$ cat config.mk
export PLATFORM = sky130hd
export DESIGN_NAME = extra_slot_scheduler
export DESIGN_NICKNAME = d
export VERILOG_FILES = /design/src/rtl/extra_slot_scheduler.sv
export SDC_FILE = /design/constraint.sdc
export NUM_CORES = 1
export LEC_CHECK = 0
export CAP_MARGIN = 15
export CORE_ASPECT_RATIO = 0.6
export CORE_MARGIN = 5
export CORE_UTILIZATION = 36
export DETAILED_ROUTE_END_ITERATION = 10
export PLACE_DENSITY = 0.94
export SKIP_CTS_REPAIR_TIMING = 1
export SYNTH_ARGS = -nofsm -noshare
export SYNTH_HDL_FRONTEND = slang
export SYNTH_SLANG_ARGS = --single-unit
$ cat constraint.sdc
create_clock -name clk -period 3.51 [get_ports clk]
set_input_delay 0.702 -clock clk [delete_from_list [all_inputs] [get_ports clk]]
set_output_delay 0.702 -clock clk [all_outputs]
set_load 0.05 [all_outputs]
$ cat src/rtl/extra_slot_scheduler.sv
// Arbiter for the spare memory slot (busCycle 2'b10): sound fetches first, then
// round-robin over internal disk, external disk and aux; also drives the slot address and strobes.
module extra_slot_scheduler (
    input  logic        clk,
    input  logic        reset,
    input  logic        clk8_en_p,
    input  logic [1:0]  busCycle,
    input  logic        dsk_int_req,
    input  logic        dsk_ext_req,
    input  logic        aux_req,
    input  logic [21:0] dsk_int_addr,
    input  logic [21:0] dsk_ext_addr,
    input  logic [21:0] aux_addr,
    input  logic        aux_we,
    input  logic        snd_req,
    input  logic [21:0] snd_addr,
    output logic [3:0]  grant,
    output logic        slot_active,
    output logic [21:0] slot_addr,
    output logic        slot_oe,
    output logic        slot_we,
    output logic [3:0]  done,
    output logic        snd_overrun
);

    // Round-robin index: 0 = dsk_int, 1 = dsk_ext, 2 = aux.
    function automatic logic [1:0] rr_next(input logic [1:0] idx);
        return (idx == 2'd2) ? 2'd0 : idx + 2'd1;
    endfunction

    function automatic logic [1:0] rr_pick(input logic [1:0] last, input logic [3:0] req);
        logic [1:0] a;
        logic [1:0] b;
        a = rr_next(last);
        b = rr_next(a);
        if (req[a])      return a;
        else if (req[b]) return b;
        else             return rr_next(b);
    endfunction

    function automatic logic [3:0] rr_to_grant(input logic [1:0] idx);
        case (idx)
            2'd0:    return 4'b0001;
            2'd1:    return 4'b0010;
            default: return 4'b1000;
        endcase
    endfunction

    logic [3:0]  r_grant;
    logic [3:0]  r_done;
    logic [1:0]  r_rr_last;
    logic        r_snd_pending;
    logic        r_snd_overrun;
    logic [21:0] r_snd_addr;

    logic        w_decide;
    logic        w_finish;
    logic        w_snd_done;
    logic [3:0]  w_req;
    logic [1:0]  w_pick;

    assign w_decide   = clk8_en_p && (busCycle == 2'b01);
    assign w_finish   = clk8_en_p && (busCycle == 2'b10) && (|r_grant);
    assign w_snd_done = w_finish && r_grant[2];
    assign w_req      = {1'b0, aux_req, dsk_ext_req, dsk_int_req};
    assign w_pick     = rr_pick(r_rr_last, w_req);

    always_ff @(posedge clk or posedge reset) begin
        if (reset) begin
            r_grant       <= '0;
            r_done        <= '0;
            r_rr_last     <= 2'd0;
            r_snd_pending <= 1'b0;
            r_snd_overrun <= 1'b0;
        end else begin
            r_done <= '0;
            if (w_finish) begin
                r_done  <= r_grant;
                r_grant <= '0;
            end else if (w_decide) begin
                // A sound pulse arriving on the decision clk is already treated as pending.
                if (r_snd_pending || snd_req) begin
                    r_grant <= 4'b0100;
                end else if (|w_req) begin
                    r_grant   <= rr_to_grant(w_pick);
                    r_rr_last <= w_pick;
                end
            end
            if (snd_req) begin
                r_snd_pending <= 1'b1;
                if (r_snd_pending && !w_snd_done)
                    r_snd_overrun <= 1'b1;
            end else if (w_snd_done) begin
                r_snd_pending <= 1'b0;
            end
        end
    end

    always_ff @(posedge clk) begin
        if (snd_req)
            r_snd_addr <= snd_addr;
    end

    always_comb begin
        slot_addr = '0;
        case (r_grant)
            4'b0001: slot_addr = dsk_int_addr + 22'h100000;
            4'b0010: slot_addr = dsk_ext_addr + 22'h200000;
            4'b0100: slot_addr = r_snd_addr;
            4'b1000: slot_addr = aux_addr;
            default: slot_addr = '0;
        endcase
    end

    assign slot_active = (busCycle == 2'b10) && (|r_grant);
    assign slot_we     = slot_active && r_grant[3] && aux_we;
    assign slot_oe     = slot_active && !(r_grant[3] && aux_we);
    assign grant       = r_grant;
    assign done        = r_done;
    assign snd_overrun = r_snd_overrun;

endmodule

# --- After elaboration in Yosys (flattened, before gate mapping) ---
# Cells that the tools add are included.
# Widths: inputs -> output; s select.
classes:
  add_sub_neg: 5
  n_lt_le_gt_ge: 2
  n_eq_ne: 10
  n_mux: 18
  n_bitwise: 2
  reduce_logical: 22
op_table:
  columns: ["cell", "count"]
  rows:
  - ["$pmux 22 s4", 1]
  - ["$add 22x21->22 const B", 1]
  - ["$add 22x22->22 const B", 1]
  - ["$mux 4", 5]
  - ["$logic_and 1x1->1", 10]
  - ["$mux 2", 5]
  - ["$eq 2x2->1 const B", 4]
  - ["$pmux 4 s2", 1]
  - ["$add 2x1->2 const B", 3]
  - ["$lt 2x3->1 const B", 2]
  - ["$bmux 1 s2", 2]
  - ["$eq 2x1->1 const B", 2]
  - ["$eq 4x1->1 const B", 1]
  - ["$eq 4x2->1 const B", 1]
  - ["$eq 4x3->1 const B", 1]
  - ["$eq 4x4->1 const B", 1]
  - ["$mux 1", 4]
  - ["$reduce_and 2->1", 2]
  - ["$reduce_and 4->1", 1]
  - ["$reduce_bool 2->1", 2]
  - ["$reduce_or 4->1", 1]
  - ["$reduce_bool 3->1", 1]
  - ["$reduce_or 3->1", 1]
  - ["$logic_not 1->1", 2]
  - ["3 further kinds", 4]
word_totals:
  ff_bits: 34
  in_bits: 98
  out_inout_bits: 34
  wordCells: 65

# --- Depth between registers and ports, before layout ---
depth:
  depth_word: 14
  ltp_mapped: 4
  mapped_depth_nobuf: 4

# --- Least setup slack after synthesis ---
# Ideal clock, no wire load.
synth_path:
  path_kind: "reg-to-output"
  from: "register r_grant[2] (netlist: grant[2])"
  to: "output slot_oe"
  t_arrival_ns: 2.164
  required_time_ns: 2.808
  path_slack_ns: 0.644
  stages_incl_launch_ff: 4
  n_path_buf: 0
  cell_sequence: "dfrtp_1 > nor4_1 > nor2_1 > and2_1"
synth_via:
  elab_chain_len: 3
synth_lines:
  columns: ["item", "line", "text"]
  rows:
  - ["from (decl)", "49", "logic [3:0] r_grant;"]
  - ["from (signal assigned)", "85", "r_grant <= rr_to_grant(w_pick);"]
  - ["$reduce_or 4->1", "115", "assign slot_active = (busCycle == 2'b10) && (|r_grant);"]
  - ["$logic_and 1x1->1", "115", null]
  - ["via slot_active", "18", "output logic slot_active,"]
  - ["$logic_and 1x1->1", "117", "assign slot_oe = slot_active && !(r_grant[3] && aux_we);"]
  - ["to (decl)", "20", "output logic slot_oe,"]
# The timed path passes the listed nets, and every way through them passes these cells.

# --- Worst setup path in the final report ---
layout_path:
  from: "register r_grant[0] (netlist: grant[0])"
  to: "output slot_addr[21]"
layout_via:
  elab_chain_len: 2
  word_cells_on_any_way: 5
  classes_between: "eq/ne (4); mux (1)"
layout_lines:
  columns: ["item", "line", "text"]
  rows:
  - ["$eq 4x4->1 (tied with other cells)", "106", "case (r_grant)"]
  - ["$pmux 22 s4 *", "106", null]
  - ["to (decl)", "19", "output logic [21:0] slot_addr,"]
# Mark *: on every way between the ends. The rest lies on a longest branch, timed or not.

==> reports/results.ini <==
[logic_synthesis]
synth-edff-count=22
synth.distinct_cells=30
synth_xor_xnor_area_share=0.005076
synth_ff_type=edfxtp_1
netlist_area_mm2=0.001725
syn_inst=151
synth-seq-area-share=0.5569
yosys.area_share.simple=0.1617
synth_mux_area_frac=0
synth_nets=249
synth_top_family_by_area=compound AO/OA/AOI/OAI gates
syn_avg_cell_area_um2=11.43
ys_seq_elements=34
synthAdderAreaFrac=0
async_reset_ff_frac=0.3529
yosys_warnings=0
synth_compound_area_frac=0.2422

[run_status]
outcome=completed

[cts]
cts_buffers=5
clk_latency_ns=0.28
htreeDepth=2
clockBufferDepth=2
clockRootBuffer=clkbuf_8
clkTransAtPathRegs_ns=0.07
cts_tree=done
clock_sinks=34

[job]
maxCapViolations=0

[setup_path]
worstPathArrival_ns=2.52
worstPathMaxFanout=8
critical_path_class=reg -> out
rr_worst_depth=4
r2r_end=grant[0]$_DFFE_PP0P_
r2r_start=grant[3]$_DFFE_PP0P_
setup.worst_path.end=slot_addr[21]
r2r_slack_ns=1.79
end_kind=output pin
worst_setup_path_start_kind=register
cp.required_ns=2.81
crit_start=grant[0]$_DFFE_PP0P_

[route]
vias=1859
remaining_drc_errors=0
routedLengthMet1_um=2427
dr.pass1.iters=4
wl_per_cell_um=18.17
vias_per_cell=5.251
top_signal_layer_used=met4
first_iter_violations=117
route.met3.wl_um=796
ant_nets=0
drt-total-wl_um=6432
route.met2.wl_um=3165

[cells_and_area]
syn_to_final_growth_pct=90.50
final_cell_mix=clkdlybuf4s50_1, a22oi_1, nand2_1
num-fill-cells=328
drive_gt1_frac=0.07560
diodes=0
fin_cells=354
layout_commonest_cell=clkdlybuf4s50_1
seq_area_um2=960.9
multi_input_area_um2=740.7
final_util=0.7127
nets=388

[timing]
setup_violations=0
tightest_slew_ns=0.5445
max_freq_ghz=0.3103
period_needed_ns=3.222
slew-limit-headroom=0.6364
hold_viol=0
rsz0062_at_grt=false
skew_ns=0.003494
fin_crit_sh=0.9181
setup_tns_ns=0
drv_slew=0

[floorplan]
die_w_um=99.38
die_h_um=63.63
num_io_pins=132
start_util=0.3741
num_rows=19
dieArea_mm2=0.006323
coreArea_mm2=0.004612

[pwr]
max-vdd-ir-drop_uv=277.9
clock_power_share=0.274
power.share.switching=0.3177
p_int_mw=0.8807
power_density_mw_per_mm2=392.7
p_leak_nw=1.277
combPwrFrac=0.358
power_switching_mw=0.4102
power.share.sequential=0.368

[global_routing]
grt_max_degree=25
antenna_found_initial=0
grt_pass1_vias=2018
overflow=0
grt_use_total=0.2052
grt_pass1_wl_um=9984

[placed_design]
io_buffers=131
gp_congestion=0.7838
hpwl_um=5269
place_inst=345

[hold_path]
hold_path_class=reg -> reg

==> how the worst min path moves through the flow <==
stage,depth (start not counted),to,startpoint,slack (ns)
6_report,1,snd_overrun$_DFFE_PP0P_,snd_overrun$_DFFE_PP0P_,0.50
3_3_place_gp,1,snd_overrun$_DFFE_PP0P_,snd_overrun$_DFFE_PP0P_,0.46
4_1_cts,1,snd_overrun$_DFFE_PP0P_,snd_overrun$_DFFE_PP0P_,0.51
3_5_place_dp,1,snd_overrun$_DFFE_PP0P_,snd_overrun$_DFFE_PP0P_,0.49
2_1_floorplan,1,r_rr_last[0]$_DFFE_PP0P_,r_rr_last[0]$_DFFE_PP0P_,0.45
5_1_grt,1,snd_overrun$_DFFE_PP0P_,snd_overrun$_DFFE_PP0P_,0.52
==> area by class of cell <==
| class | count | share of cell area |
|---|---|---|
| Timing Repair Buffer | 140 | 0.4203 |
| Sequential cell | 34 | 0.2923 |
| Multi-Input combinational cell | 104 | 0.2254 |
| Tap cell | 63 | 0.02398 |
| Clock buffer | 7 | 0.02322 |
| Clock inverter | 1 | 0.009136 |
| Inverter | 5 | 0.005710 |
==> synthesized netlist by cell type, drive strengths merged, types with 3 or more instances <==
cell type,count,area share
inv,5,0.011
edfxtp,22,0.38
a22oi,41,0.18
dfrtp,12,0.17
nor2,5,0.011
nand2,23,0.050
nor4b,4,0.035
buf,8,0.023
and2,4,0.015
a21o,3,0.013
==> kinds of logic (layout without fill, tap and decap cells) <==
group / count (synthesis) / count (layout)
xor gates and xnor gates: 1 / 1
DFF: 34 / 34
buffers and inverters: 13 / 153
and+or+nand+nor: 47 / 47
AOI/OAI and AO/OA: 56 / 56
==> state kept, by name, indices dropped and copies added (netlist names) <==
| name | cells |
|---|---|
| done | 4 |
| r_rr_last | 2 |
| snd_overrun | 1 |
| r_snd_addr | 22 |
| r_snd_pending | 1 |
| grant | 4 |
==> stage by stage <==
| stage | setup WS, ns | hold WS [ns] | area, um^2 | power [mW] |
|---|---|---|---|---|
| floorplan | 0.6436 | 0.4543 | 1725 | 0.7108 |
| global placement | 0.4539 | 0.4606 | 3171 | 0.9368 |
| detailed placement | 0.3425 | 0.4856 | 3171 | 0.9475 |
| CTS | 0.02945 | 0.5060 | 3277 | 1.302 |
| global route | 0.1363 | 0.5230 | 3287 | 1.343 |
| finish | 0.2876 | 0.5037 | 3287 | 1.291 |
==> layer usage <==
layer | vias to the layer above | global-route usage
met5 | - | 0
met4 | 0 | 0.04770
met3 | 4 | 0.09482
met2 | 110 | 0.3604
met1 | 875 | 0.2264
li1 | 870 | -
==> critical path, stage by stage, from the launching register on <==
cell	delay (ns)
dfrtp_1	0.62
nor4b_4	0.30
buf_4	0.21
inv_1	0.07
o221ai_1	0.18
clkdlybuf4s50_1	0.85
==> power by group through the flow <==
stage / combinational, mW / clock [mW] / sequential (mW)
finish: 0.463 / 0.354 / 0.475
global route: 0.487 / 0.379 / 0.477
CTS: 0.466 / 0.362 / 0.474
detailed placement: 0.465 / 0 / 0.483
global placement: 0.456 / 0 / 0.481
floorplan: 0.225 / 0 / 0.486
Note: power is estimated with default switching activity, not from simulation.
